==> config.mk <==
export PLATFORM = sky130hd
export DESIGN_NAME = uart_rx_core
export DESIGN_NICKNAME = d
export VERILOG_FILES = /design/src/rtl/uart_rx_core.sv
export SDC_FILE = /design/constraint.sdc
export NUM_CORES = 1
export LEC_CHECK = 0
export BUFFER_PORTS_ARGS = -buffer_cell sky130_fd_sc_hd__buf_2
export CAP_MARGIN = 20
export CORE_UTILIZATION = 55
export DETAILED_ROUTE_END_ITERATION = 10
export GPL_TIMING_DRIVEN = 0
export PLACE_DENSITY = 0.74
export SLEW_MARGIN = 20
export SYNTH_ARGS = -nofsm -noshare
export SYNTH_HDL_FRONTEND = slang
export SYNTH_SLANG_ARGS = --single-unit
==> constraint.sdc <==
create_clock -name CLK -period 5.7 [get_ports CLK]
set_input_delay 0.57 -clock CLK [delete_from_list [all_inputs] [get_ports CLK]]
set_output_delay 0.57 -clock CLK [all_outputs]
set_load 0.05 [all_outputs]
==> src/rtl/uart_rx_core.sv <==
// UART receiver: 2-flop input synchronizer, oversampled majority-vote bit decode,
// optional parity check and stop-bit check, with one-cycle result pulses.
module uart_rx_core #(
  parameter int DATA_WIDTH = 8
) (
  input  logic                  CLK,
  input  logic                  RST,
  input  logic                  RX_IN,
  input  logic [5:0]            PRESCALE,
  input  logic                  PAR_EN,
  input  logic                  PAR_TYP,
  output logic [DATA_WIDTH-1:0] P_DATA,
  output logic                  DATA_VALID,
  output logic                  PAR_ERR,
  output logic                  STP_ERR
);

  localparam int BW = (DATA_WIDTH > 1) ? $clog2(DATA_WIDTH) : 1;

  typedef enum logic [2:0] {
    S_IDLE, S_START, S_DATA, S_PARITY, S_STOP, S_DONE
  } state_t;

  state_t                r_state;
  logic                  r_sync1, r_sync2;
  logic [5:0]            r_edge_cnt;
  logic [BW-1:0]         r_bit_cnt;
  logic [5:0]            r_presc;
  logic                  r_par_en, r_par_typ;
  logic                  r_par_flag;
  logic                  r_s0, r_s1;
  logic [DATA_WIDTH-1:0] r_shift;

  logic                  w_rx_s;
  logic [5:0]            w_half;
  logic                  w_dec;
  logic                  w_wrap;
  logic                  w_bit;
  logic                  w_par_exp;
  logic                  w_counting;

  assign w_rx_s     = r_sync2;
  assign w_half     = {1'b0, r_presc[5:1]};
  assign w_dec      = (r_edge_cnt == w_half + 6'd1);
  assign w_wrap     = (r_edge_cnt == r_presc - 6'd1);
  // Third vote is the live sample taken at the decision edge itself.
  assign w_bit      = (r_s0 & r_s1) | (r_s0 & w_rx_s) | (r_s1 & w_rx_s);
  assign w_par_exp  = r_par_typ ? ~^r_shift : ^r_shift;
  assign w_counting = (r_state == S_START) || (r_state == S_DATA) ||
                      (r_state == S_PARITY) || (r_state == S_STOP);

  always_ff @(posedge CLK) begin
    if (RST) begin
      r_state    <= S_IDLE;
      r_sync1    <= 1'b1;
      r_sync2    <= 1'b1;
      r_edge_cnt <= '0;
      r_bit_cnt  <= '0;
      r_presc    <= '0;
      r_par_en   <= 1'b0;
      r_par_typ  <= 1'b0;
      r_par_flag <= 1'b0;
      r_s0       <= 1'b1;
      r_s1       <= 1'b1;
      r_shift    <= '0;
      P_DATA     <= '0;
      DATA_VALID <= 1'b0;
      PAR_ERR    <= 1'b0;
      STP_ERR    <= 1'b0;
    end else begin
      r_sync1    <= RX_IN;
      r_sync2    <= r_sync1;
      DATA_VALID <= 1'b0;
      PAR_ERR    <= 1'b0;
      STP_ERR    <= 1'b0;

      if (w_counting) begin
        r_edge_cnt <= w_wrap ? 6'd0 : r_edge_cnt + 6'd1;
        if (r_edge_cnt == w_half - 6'd1) r_s0 <= w_rx_s;
        if (r_edge_cnt == w_half)        r_s1 <= w_rx_s;
      end

      case (r_state)
        S_IDLE: begin
          if (!w_rx_s) begin
            r_state    <= S_START;
            r_edge_cnt <= 6'd1;
            r_presc    <= PRESCALE;
            r_par_en   <= PAR_EN;
            r_par_typ  <= PAR_TYP;
            r_par_flag <= 1'b0;
            r_bit_cnt  <= '0;
          end
        end
        S_START: begin
          if (w_dec && w_bit) begin
            r_state <= S_IDLE;
          end else if (w_wrap) begin
            r_state   <= S_DATA;
            r_bit_cnt <= '0;
          end
        end
        S_DATA: begin
          if (w_dec) r_shift[r_bit_cnt] <= w_bit;
          if (w_wrap) begin
            if (r_bit_cnt == BW'(DATA_WIDTH - 1))
              r_state <= r_par_en ? S_PARITY : S_STOP;
            else
              r_bit_cnt <= r_bit_cnt + 1'b1;
          end
        end
        S_PARITY: begin
          if (w_dec)  r_par_flag <= (w_bit != w_par_exp);
          if (w_wrap) r_state <= S_STOP;
        end
        S_STOP: begin
          // Results are decided mid stop bit so the next start edge is never missed.
          if (w_dec) begin
            r_state    <= S_DONE;
            DATA_VALID <= w_bit & ~r_par_flag;
            PAR_ERR    <= r_par_flag;
            STP_ERR    <= ~w_bit;
            if (w_bit && !r_par_flag) P_DATA <= r_shift;
          end
        end
        S_DONE: begin
          r_state    <= S_IDLE;
          r_edge_cnt <= '0;
        end
        default: r_state <= S_IDLE;
      endcase
    end
  end

endmodule

==> results.sh <==
export IMPL_status="finished, final reports clean"
export IMPL_synth_area_leaders="dfxtp_1 34%, mux2i_1 7.3%, xnor2_1 6.0%"
export IMPL_synth_largest_area_cell="dfxtp_1"
export IMPL_ant_nets=0
export IMPL_regToRegSetupSlack_ps=3170
export IMPL_critPathLaunchType="register"
export IMPL_clock_latency_ps=300
export IMPL_endpoint_kind="register"
export IMPL_ys_warn_count=0
export IMPL_cp_slowest_cell="or4_1"
export IMPL_syn_cell_area_um2=2610
export IMPL_synthFlopType="dfxtp_1"
export IMPL_grt_pass1_wl_um=9510
export IMPL_syn_nets=315
export IMPL_power_switching_mw=0.152
export IMPL_cp_max_fo=9
export IMPL_clk_transition_reported_paths_ps=80
export IMPL_dieArea_um2=5030
export IMPL_gp_congestion=0.927
export IMPL_final_min_period_over_clock_period=0.443
export IMPL_drc=0
export IMPL_insertedDiodeCount=0
export IMPL_p_per_area_nw_per_um2=202
export IMPL_synth_most_common_cell="dfxtp_1"
export IMPL_hold_path_end="r_sync2$_SDFF_PP1_"
export IMPL_initial_core_util=0.584
export IMPL_critPathTopFamily="simple AND/OR/NAND/NOR gates"
export IMPL_cts_hold_fix_buffers=0
export IMPL_wl_um=5710
export IMPL_synth_edff_count=0
export IMPL_post_cts_buffers=0
export IMPL_syn_to_final_growth_pct=9.77
export IMPL_wl_per_cell_um=15.1
export IMPL_finalNonFillerCells=378
export IMPL_htree_levels=2
export IMPL_core_region_area_um2=4470
export IMPL_worstMarginPinSlew_ps=684
export IMPL_crit_required_ps=5870
export IMPL_ioPinCount=22
export IMPL_drt_pass1_iter_count=4
export IMPL_critical_path_depth=8
export IMPL_nNetsFinal=343
export IMPL_hold_depth=1
export IMPL_clock_skew_ps=4.39
export IMPL_fmax_mhz=396
export IMPL_hp_class="reg -> reg"
export IMPL_die_x_um=70.9
export IMPL_crit_buf_inv=1
export IMPL_setup_viol=0
export IMPL_routed_via_count=2232
export IMPL_maxCapViolations=0
export IMPL_rsz0062_at_grt="false"
export IMPL_synthCells=297
export IMPL_dp_cells=370
export IMPL_crit_reg2reg_launch="r_presc[1]$_SDFFE_PP0P_"
export IMPL_path_class="reg -> reg"
export IMPL_power_frac_seq=0.546
export IMPL_antenna_found_initial=0
export IMPL_power_share_combinational=0.113
export IMPL_arrival_ps=2700
export IMPL_gr_total_overflow=0
export IMPL_swShare=0.263
export IMPL_post_cts_resized=0
export IMPL_p_int_mw=0.426
export IMPL_irDropWorstVdd_v=0.000167
export IMPL_cts_tree="yes"
export IMPL_netlist_cell_type_count=57
export IMPL_worst_r2r_cell_count=8
export IMPL_clock_sinks=44
export IMPL_grt_max_degree=14
export IMPL_cts_max_path_buffers=2
export IMPL_die_h_um=70.9
export IMPL_grtUsageTotal=0.240
export IMPL_grt_pass1_vias=2030
export IMPL_synthTopCellsByCount="44 x dfxtp_1, 30 x nor2_1, 19 x mux2i_1, 18 x xnor2_1, 13 x a21oi_1"
export IMPL_r2r_end="r_shift[0]$_SDFFE_PP0P_"
export IMPL_synth_ff_latch_count=44
export IMPL_leakage_nw=1.09
export IMPL_io_buffer_count=21
export IMPL_slew_violations=0
export IMPL_clkPwrFrac=0.341
export IMPL_finalHoldViolCount=0
export IMPL_drive_gt1_frac=0.144
export IMPL_seq_area_frac_synth=0.337
export IMPL_cts_buffers=5
export IMPL_finalWorstPathRequiredPeriod_ps=2530
export IMPL_dp_hpwl_um=4190
export IMPL_setup_tns_ps=0
export IMPL_cpPeakStageDelay_ps=610
export IMPL_avgSynthCellArea_um2=8.80
export IMPL_path_cells="inv_1, ha_1, xor2_1, nor2_1, nand4_2, or4_1, o31ai_1, a21oi_1"
export IMPL_yosysTopAreaCellShare=0.337
export IMPL_rows=24
export IMPL_clock_root_buffer="clkbuf_8"
export IMPL_maxSlewHeadroom=0.544
export IMPL_routed_via_density=5.90
export IMPL_min_delay_start="r_sync1$_SDFF_PP1_"
export IMPL_drt_iter0_markers=126
export IMPL_async_reset_ff_frac=0
[metrics by stage]
step / total power, mW / hold WS, ps / setup WS (ps) / area, um2 / util
after floorplan: 0.372 / 389 / 3490 / 2610 / -
after detailed placement: 0.388 / 414 / 3200 / 2780 / 0.622
after global placement: 0.386 / 391 / 3230 / 2780 / 0.622
after global routing: 0.596 / 437 / 3000 / 2870 / 0.641
after CTS: 0.579 / 433 / 3190 / 2870 / 0.641
final: 0.578 / 426 / 3170 / 2870 / 0.641
[logic make-up (layout without fill, tap and decap cells)]
| kind of cell | Yosys count | in the layout | synth area share |
|---|---|---|---|
| AOI/OAI and AO/OA | 63 | 63 | 0.174 |
| buffers and inverters | 31 | 60 | 0.0589 |
| adders and majority gates | 8 | 8 | 0.0373 |
| xor gates and xnor gates | 30 | 30 | 0.101 |
| muxes | 21 | 21 | 0.0814 |
| DFF | 44 | 44 | 0.337 |
| and+or+nand+nor | 100 | 100 | 0.211 |
[area by class of cell]
class                   instances  area (um2)
fillers                       393        1610
multi-input cells             222        1580
flip-flops and latches         44         881
plain buffers                  20         113
repair buffers                 21         105
clock buffers                   7        76.3
well taps                      52        65.1
inverters                      11        41.3
clock inverters                 1        8.76
[cells in the final DEF, fill, tap and decap left out, types with 4 or more instances in the layout]
master,n
nand2b_1,5
a21oi_1,13
nand2_1,11
buf_6,4
ha_1,7
o31ai_1,4
nor2_1,30
nor2b_1,5
nand3_1,12
xnor2_1,18
mux2i_1,19
a31oi_1,10
inv_1,10
nor4_1,6
and3_1,6
buf_2,24
clkbuf_8,5
a21boi_0,5
xor2_1,12
dfxtp_1,44
nand4_1,4
o21ai_0,8
a311o_1,4
clkbuf_1,13
[layer usage]
metal | global-route usage | share of wire | vias to the layer above
li1 | - | - | 1128
met1 | 0.344 | 0.51 | 1041
met2 | 0.365 | 0.43 | 55
met3 | 0.0427 | 0.045 | 8
met4 | 0.0844 | 0.014 | 0
met5 | 0 | 0 | -
[how the worst max path moves through the flow]
stage | startpoint | end | slack [ps]
after floorplan | r_presc[1]$_SDFFE_PP0P_ | r_edge_cnt[1]$_SDFF_PP0_ | 3490
after global placement | r_presc[1]$_SDFFE_PP0P_ | r_shift[0]$_SDFFE_PP0P_ | 3230
after detailed placement | r_presc[1]$_SDFFE_PP0P_ | r_edge_cnt[2]$_SDFF_PP0_ | 3200
after CTS | r_presc[1]$_SDFFE_PP0P_ | r_shift[7]$_SDFFE_PP0P_ | 3190
after global routing | r_presc[1]$_SDFFE_PP0P_ | r_shift[0]$_SDFFE_PP0P_ | 3000
final | r_presc[1]$_SDFFE_PP0P_ | r_shift[0]$_SDFFE_PP0P_ | 3170
[power by group through the flow]
stage	Combinational (mW)	Sequential, mW	Clock, mW
after floorplan	0.0506	0.321	0
after global placement	0.0636	0.323	0
after detailed placement	0.0648	0.323	0
after CTS	0.0652	0.316	0.198
after global routing	0.0721	0.316	0.207
final	0.0655	0.316	0.197
[state kept, by name (all words and copies together), names as in the netlist, 3 cells and up]
| signal | cells |
|---|---|
| r_bit_cnt | 3 |
| r_state | 3 |
| r_shift | 8 |
| P_DATA | 8 |
| r_edge_cnt | 6 |
| r_presc | 6 |
(Power assumes the default switching activity.)
